==> config.mk <==
export PLATFORM = sky130hd
export DESIGN_NAME = multiplier_controller
export DESIGN_NICKNAME = d
export VERILOG_FILES = /design/src/rtl/multiplier_controller.sv
export SDC_FILE = /design/constraint.sdc
export NUM_CORES = 1
export LEC_CHECK = 0
export ABC_AREA = 1
export BUFFER_PORTS_ARGS = -buffer_cell sky130_fd_sc_hd__buf_2
export CORE_AREA = 3 3 40 42
export CTS_CLUSTER_DIAMETER = 60
export CTS_CLUSTER_SIZE = 16
export DETAILED_ROUTE_END_ITERATION = 6
export DIE_AREA = 0 0 43 45
export PLACE_DENSITY = 0.74
export SYNTH_ARGS = -nofsm -noshare
export SYNTH_HDL_FRONTEND = slang
export SYNTH_SLANG_ARGS = --single-unit
==> constraint.sdc <==
create_clock -name clock -period 1.5 [get_ports clock]
set_input_delay 0.225 -clock clock [delete_from_list [all_inputs] [get_ports clock]]
set_output_delay 0.225 -clock clock [all_outputs]
set_load 0.01 [all_outputs]
==> src/rtl/multiplier_controller.sv <==
// Sequencer for the shift-add multiplier datapath: captures an operand pair,
// strobes a one-cycle load, N shift-add steps, then holds done until ack.
module multiplier_controller #(
  parameter int unsigned N = 4
) (
  input  logic         clock,
  input  logic         n_reset,
  input  logic         start,
  input  logic [N-1:0] a_in,
  input  logic [N-1:0] b_in,
  output logic         ready,
  output logic [N-1:0] multiplicand,
  output logic [N-1:0] multiplier,
  output logic         do_init,
  output logic         do_shift,
  output logic         done,
  input  logic         ack
);

  localparam int unsigned CW = (N > 1) ? $clog2(N) : 1;
  localparam logic [CW-1:0] LAST = CW'(N - 1);

  typedef enum logic [1:0] {
    IDLE  = 2'd0,
    INIT  = 2'd1,
    SHIFT = 2'd2,
    DONE  = 2'd3
  } state_t;

  state_t        state;
  state_t        next_state;
  logic [CW-1:0] count;
  logic          accept;

  assign accept = (state == IDLE) && start;

  always_ff @(posedge clock) begin
    if (!n_reset) begin
      state <= IDLE;
    end else begin
      state <= next_state;
    end
  end

  // Operands only change on an accepted start, so the datapath sees stable
  // inputs for the whole operation regardless of upstream activity.
  always_ff @(posedge clock) begin
    if (!n_reset) begin
      multiplicand <= '0;
      multiplier   <= '0;
    end else if (accept) begin
      multiplicand <= a_in;
      multiplier   <= b_in;
    end
  end

  // Counter saturates at LAST so it never wraps, even when N is a power of two.
  always_ff @(posedge clock) begin
    if (!n_reset) begin
      count <= '0;
    end else begin
      case (state)
        INIT:    count <= '0;
        SHIFT:   if (count != LAST) count <= count + 1'b1;
        default: count <= count;
      endcase
    end
  end

  always_comb begin
    next_state = state;
    case (state)
      IDLE:    if (start)          next_state = INIT;
      INIT:                        next_state = SHIFT;
      SHIFT:   if (count == LAST)  next_state = DONE;
      DONE:    if (ack)            next_state = IDLE;
      default:                     next_state = IDLE;
    endcase
  end

  always_comb begin
    ready    = 1'b0;
    do_init  = 1'b0;
    do_shift = 1'b0;
    done     = 1'b0;
    case (state)
      IDLE:    ready    = 1'b1;
      INIT:    do_init  = 1'b1;
      SHIFT:   do_shift = 1'b1;
      DONE:    done     = 1'b1;
      default: ready    = 1'b0;
    endcase
  end

endmodule

## Word-level counts from Yosys, hierarchy flattened

Cells that the tools add are included.

| word-level totals | value |
|---|---|
| bits of input ports | 12 |
| memory bits (read-only) | 0 |
| bits in writable memories | 0 |
| memories kept | 0 |
| bits in registers | 12 |
| latch bits | 0 |
| word-level logic and storage cells | 29 |

| operators by class | value |
|---|---|
| bitwise gates (word level) | 0 |
| add/subtract/negate cells | 1 |
| multipliers | 0 |
| equal/unequal tests | 9 |
| muxes and demuxes | 10 |
| order comparisons | 0 |
| divide/modulo/power cells | 0 |
| shifts and indexed selects | 0 |
| reductions and logical operators | 5 |

Operator list:

| cell | count |
|---|---|
| 2-bit inequality test, second input constant | 5 |
| 2-bit 2-to-1 mux | 4 |
| 2-bit case mux with 4 select lines | 1 |
| 2-bit == test, second input constant | 3 |
| 1-bit 2-to-1 mux | 4 |
| 2-bit case mux with 2 select lines | 1 |
| 3-bit AND reduction | 1 |
| 2-bit by 1-bit adder with 2-bit output, second input constant | 1 |
| 2-bit by 1-bit == test with 1-bit output, second input constant | 1 |
| 2-bit zero test | 1 |
| 2-bit AND reduction | 1 |
| 2-bit nonzero test | 1 |
| 1-bit logical AND | 1 |

## Logic depth before layout (Yosys ltp)

| depth | value |
|---|---|
| depth in word-level cells | 3 |
| gate-level depth with buffers | 7 |
| depth with buffers taken out | 7 |

## Least setup slack after synthesis

OpenSTA, ideal clock, no wires.

| timing path | value |
|---|---|
| path type | register to register |
| start point | register state[0] |
| end point | register multiplicand[0] |
| stages on the path, launching flop included | 7 |
| required time | 1387 ps |
| library setup time | 113 ps |
| clock period less this slack | 1184 ps |
| arrival time | 1070 ps |
| setup slack | 316 ps |
| path through | dfxtp_1 > inv_1 > ha_1 > nand2_2 > clkinv_2 > nor2_1 > nor2_1 |

| between the ends | value |
|---|---|
| longest elaborated chain between the ends | 2 |

RTL lines:

| item | line | RTL |
|---|---|---|
| start, declared | 30 | `state_t state;` |
| start signal, assigned | 41 | `state <= next_state;` |
| 2-bit zero test | 35 | `assign accept = (state == IDLE) && start;` |
| 1-bit logical AND | 35 |  |
| end signal, assigned | 52 | `multiplicand <= a_in;` |
| end, declared | 12 | `output logic [N-1:0] multiplicand,` |

Every way passes these cells.
A chain may end at the register's enable or synchronous reset.

## Worst setup path after layout

| timing path | value |
|---|---|
| start point | register state[0] |
| end point | output port ready |

| between the ends | value |
|---|---|
| longest elaborated chain between the ends | 2 |

RTL lines:

| item | line | RTL |
|---|---|---|
| 2-bit zero test | 86 | `case (state)` |
| 1-bit 2-to-1 mux | 86 |  |
| end, declared | 11 | `output logic ready,` |

Every way passes these cells.

==> results.json <==
{
  "comb_power_share_pct": 42.7,
  "rsz0062_at_grt": "no",
  "via_count": 512,
  "hp-class": "primary input to flip-flop",
  "synth.most_common_cell": "nor2_1",
  "htree_levels": 1,
  "grt_pass1_vias": 438,
  "finalWorstPathRequiredPeriod_ps": 1324,
  "slowest_delay_ps": 360,
  "synth.largest_area_cell": "dfxtp_1",
  "fin_ws_ps": 175.7,
  "synth_top_area_share_pct": 44.55,
  "internal-power_uw": 772.8,
  "drv_cap": 0,
  "fp.dieH_um": 45,
  "cts_buffers": 3,
  "drive_above_1_share_pct": 34.02,
  "worstPathRequired_ps": 1270,
  "slowest_stage": "dfxtp_1",
  "vdd_ir_drop_max_v": 0.0007126,
  "cp_max_fo": 4,
  "firstDrtPassIters": 1,
  "ant_nets": 0,
  "power.density_nw_per_um2": 1763,
  "cts_tree": "done",
  "vias_per_cell": 4.571,
  "hold_viol": 0,
  "syn_inst": 71,
  "ys_ff_latch": 12,
  "initial_core_util_pct": 41.97,
  "layout-area-overhead-vs-synth_pct": 30.63,
  "grt_overflow": 0,
  "synth_top_cells_by_count": "nor2_1 (20), dfxtp_1 (12), nand2_1 (9), o21ai_1 (9)",
  "postCtsSetupBuffers": 0,
  "drt_iter0_markers": 0,
  "synth_fp_nets": 88,
  "tns_ps": 0,
  "power_frac_seq_pct": 37.8,
  "power.switching_uw": 469.1,
  "cts_root_buf": "clkbuf_4",
  "worst_pin_slew_ps": 186.3,
  "wirelength_um": 1055,
  "cts.path.max_buffers": 2,
  "ios": 24,
  "nets": 115,
  "dpl-instance-area_um2": 668.1,
  "core_area_um2": 1285,
  "grt_pass1_wl_um": 1738,
  "p_leak_nw": 0.3825,
  "slew_headroom_pct": 87.53,
  "die_w_um": 43,
  "gp_congestion": 0.7251,
  "clk_pin_slew_worst_paths_ps": 70,
  "finalSetupViolCount": 0,
  "clkPwrFrac_pct": 19.6,
  "num_rows": 13,
  "status": "finished, final reports clean",
  "start_kind": "flip-flop",
  "die-area_um2": 1935,
  "dp_hpwl_um": 859.4,
  "holdWs_ps": 203.1,
  "synth-seq-area-share_pct": 44.55,
  "cts-resized-gates": 0,
  "syn_area_per_cell_um2": 7.595,
  "ctsHoldBuffers": 0,
  "max_freq_mhz": 755.1,
  "cts.sinks": 12,
  "post_drt_wl_per_cell_um": 9.420,
  "portBuffers": 23,
  "slew_violations": 0,
  "yosys_warnings": 0,
  "nFillCells": 126,
  "synth.distinct_cells": 15,
  "antenna_found_initial": 0,
  "crit_arrival_ps": 1100,
  "timing.final.crit_share_pct": 88.29,
  "drc_errors": 0,
  "clock_skew_ps": 0.3199,
  "async_flop_share_pct": 0,
  "grt.total_usage_pct": 11.48,
  "fin_area_um2": 704.4,
  "n_antenna_cell": 0,
  "crit_path_cell_trace": "inv_1 > ha_1 > buf_2",
  "critPathCaptureType": "output port",
  "clock_latency_ps": 260,
  "synth-edff-count": 0,
  "grt_max_degree": 13,
  "netlist_area_um2": 539.3,
  "synthTopCellsByArea": "dfxtp_1 (45%), nor2_1 (14%), ha_1 (12%)",
  "switching_share_pct": 37.78,
  "ys.flop_type": "dfxtp_1",
  "pre_cts_slack_ps": 221.7,
  "criticalPathCategory": "flip-flop to output port"
}
-- worst max-delay path: cells and delay by family (launching register included) --
kind	cells	cell delay, ps
fa+ha+maj	1	240
buf+inv	2	240
flops	1	360
-- cells in the final DEF (no fill, tap or decap) --
cell	n
nor2_1	20
a21boi_1	1
clkbuf_8	1
clkbuf_4	3
buf_2	23
nand2_1	9
ha_1	5
or2_1	1
clkinv_2	1
inv_1	5
a21oi_1	1
nand3_2	1
inv_2	2
o21ai_1	9
nand2_2	2
dfxtp_1	12
nand3_1	1
-- worst paths after layout --
| kind | start | endpoint | slack [ps] | cells past startpoint |
|---|---|---|---|---|
| min | a_in[2] | multiplicand[2]$_SDFFE_PN0P_ | 200 | 3 |
| max | state[0]$_SDFFE_PN0P_ | ready | 180 | 3 |
| min reg2reg | count[0]$_SDFFE_PN0P_ | count[0]$_SDFFE_PN0P_ | 460 | 1 |
| max reg2reg | state[0]$_SDFFE_PN0P_ | multiplier[2]$_SDFFE_PN0P_ | 220 | 6 |
-- power groups by stage --
stage	Sequential, mW	Combinational (mW)	Clock (mW)
2_1_floorplan	0.499	0.342	0
3_3_place_gp	0.476	0.523	0
3_5_place_dp	0.476	0.535	0
4_1_cts	0.469	0.536	0.249
5_1_grt	0.478	0.607	0.268
6_report	0.469	0.530	0.243
-- per-stage QoR --
| stage | instances | power, mW | utilization [%] |
|---|---|---|---|
| 3_3_place_gp | 108 | 0.9986 | 52.00 |
| 2_1_floorplan | 71 | 0.8409 | - |
| 5_1_grt | 112 | 1.353 | 54.82 |
| 3_5_place_dp | 108 | 1.011 | 52.00 |
| 6_report | 112 | 1.242 | 54.82 |
| 4_1_cts | 112 | 1.254 | 54.82 |
-- kinds of logic (layout without fill, tap and decap cells) --
logic type                 after synthesis  count (layout)  synth area share (%)
DFF                                     12              12                 44.55
and+or+nand+nor                         34              34                 26.45
buffers and inverters                    9              35                 6.728
adders and majority gates                5               5                 11.60
AOI/OAI and AO/OA                       11              11                 10.67
-- flip-flops by register name, summed over array words and instances, names as in the netlist --
signal        cells
multiplicand      4
multiplier        4
count             2
state             2
-- metal layers --
metal | vias up | track usage, % | wire [um]
met5 | - | 0 | 0
met4 | 0 | 3.614 | 0
met3 | 0 | 3.187 | 113
met2 | 20 | 19.16 | 459
met1 | 219 | 14.50 | 483
li1 | 273 | - | -
-- layout make-up --
class                   count  area (um^2)  share of cell area [%]
clock buffers               4        36.28                   5.151
inverters                   8        31.28                   4.440
multi-input cells          50        262.8                   37.30
flip-flops and latches     12        240.2                   34.10
well taps                  15        18.77                   2.664
repair buffers             23        115.1                   16.34
Note: power is estimated with default switching activity, not from simulation.
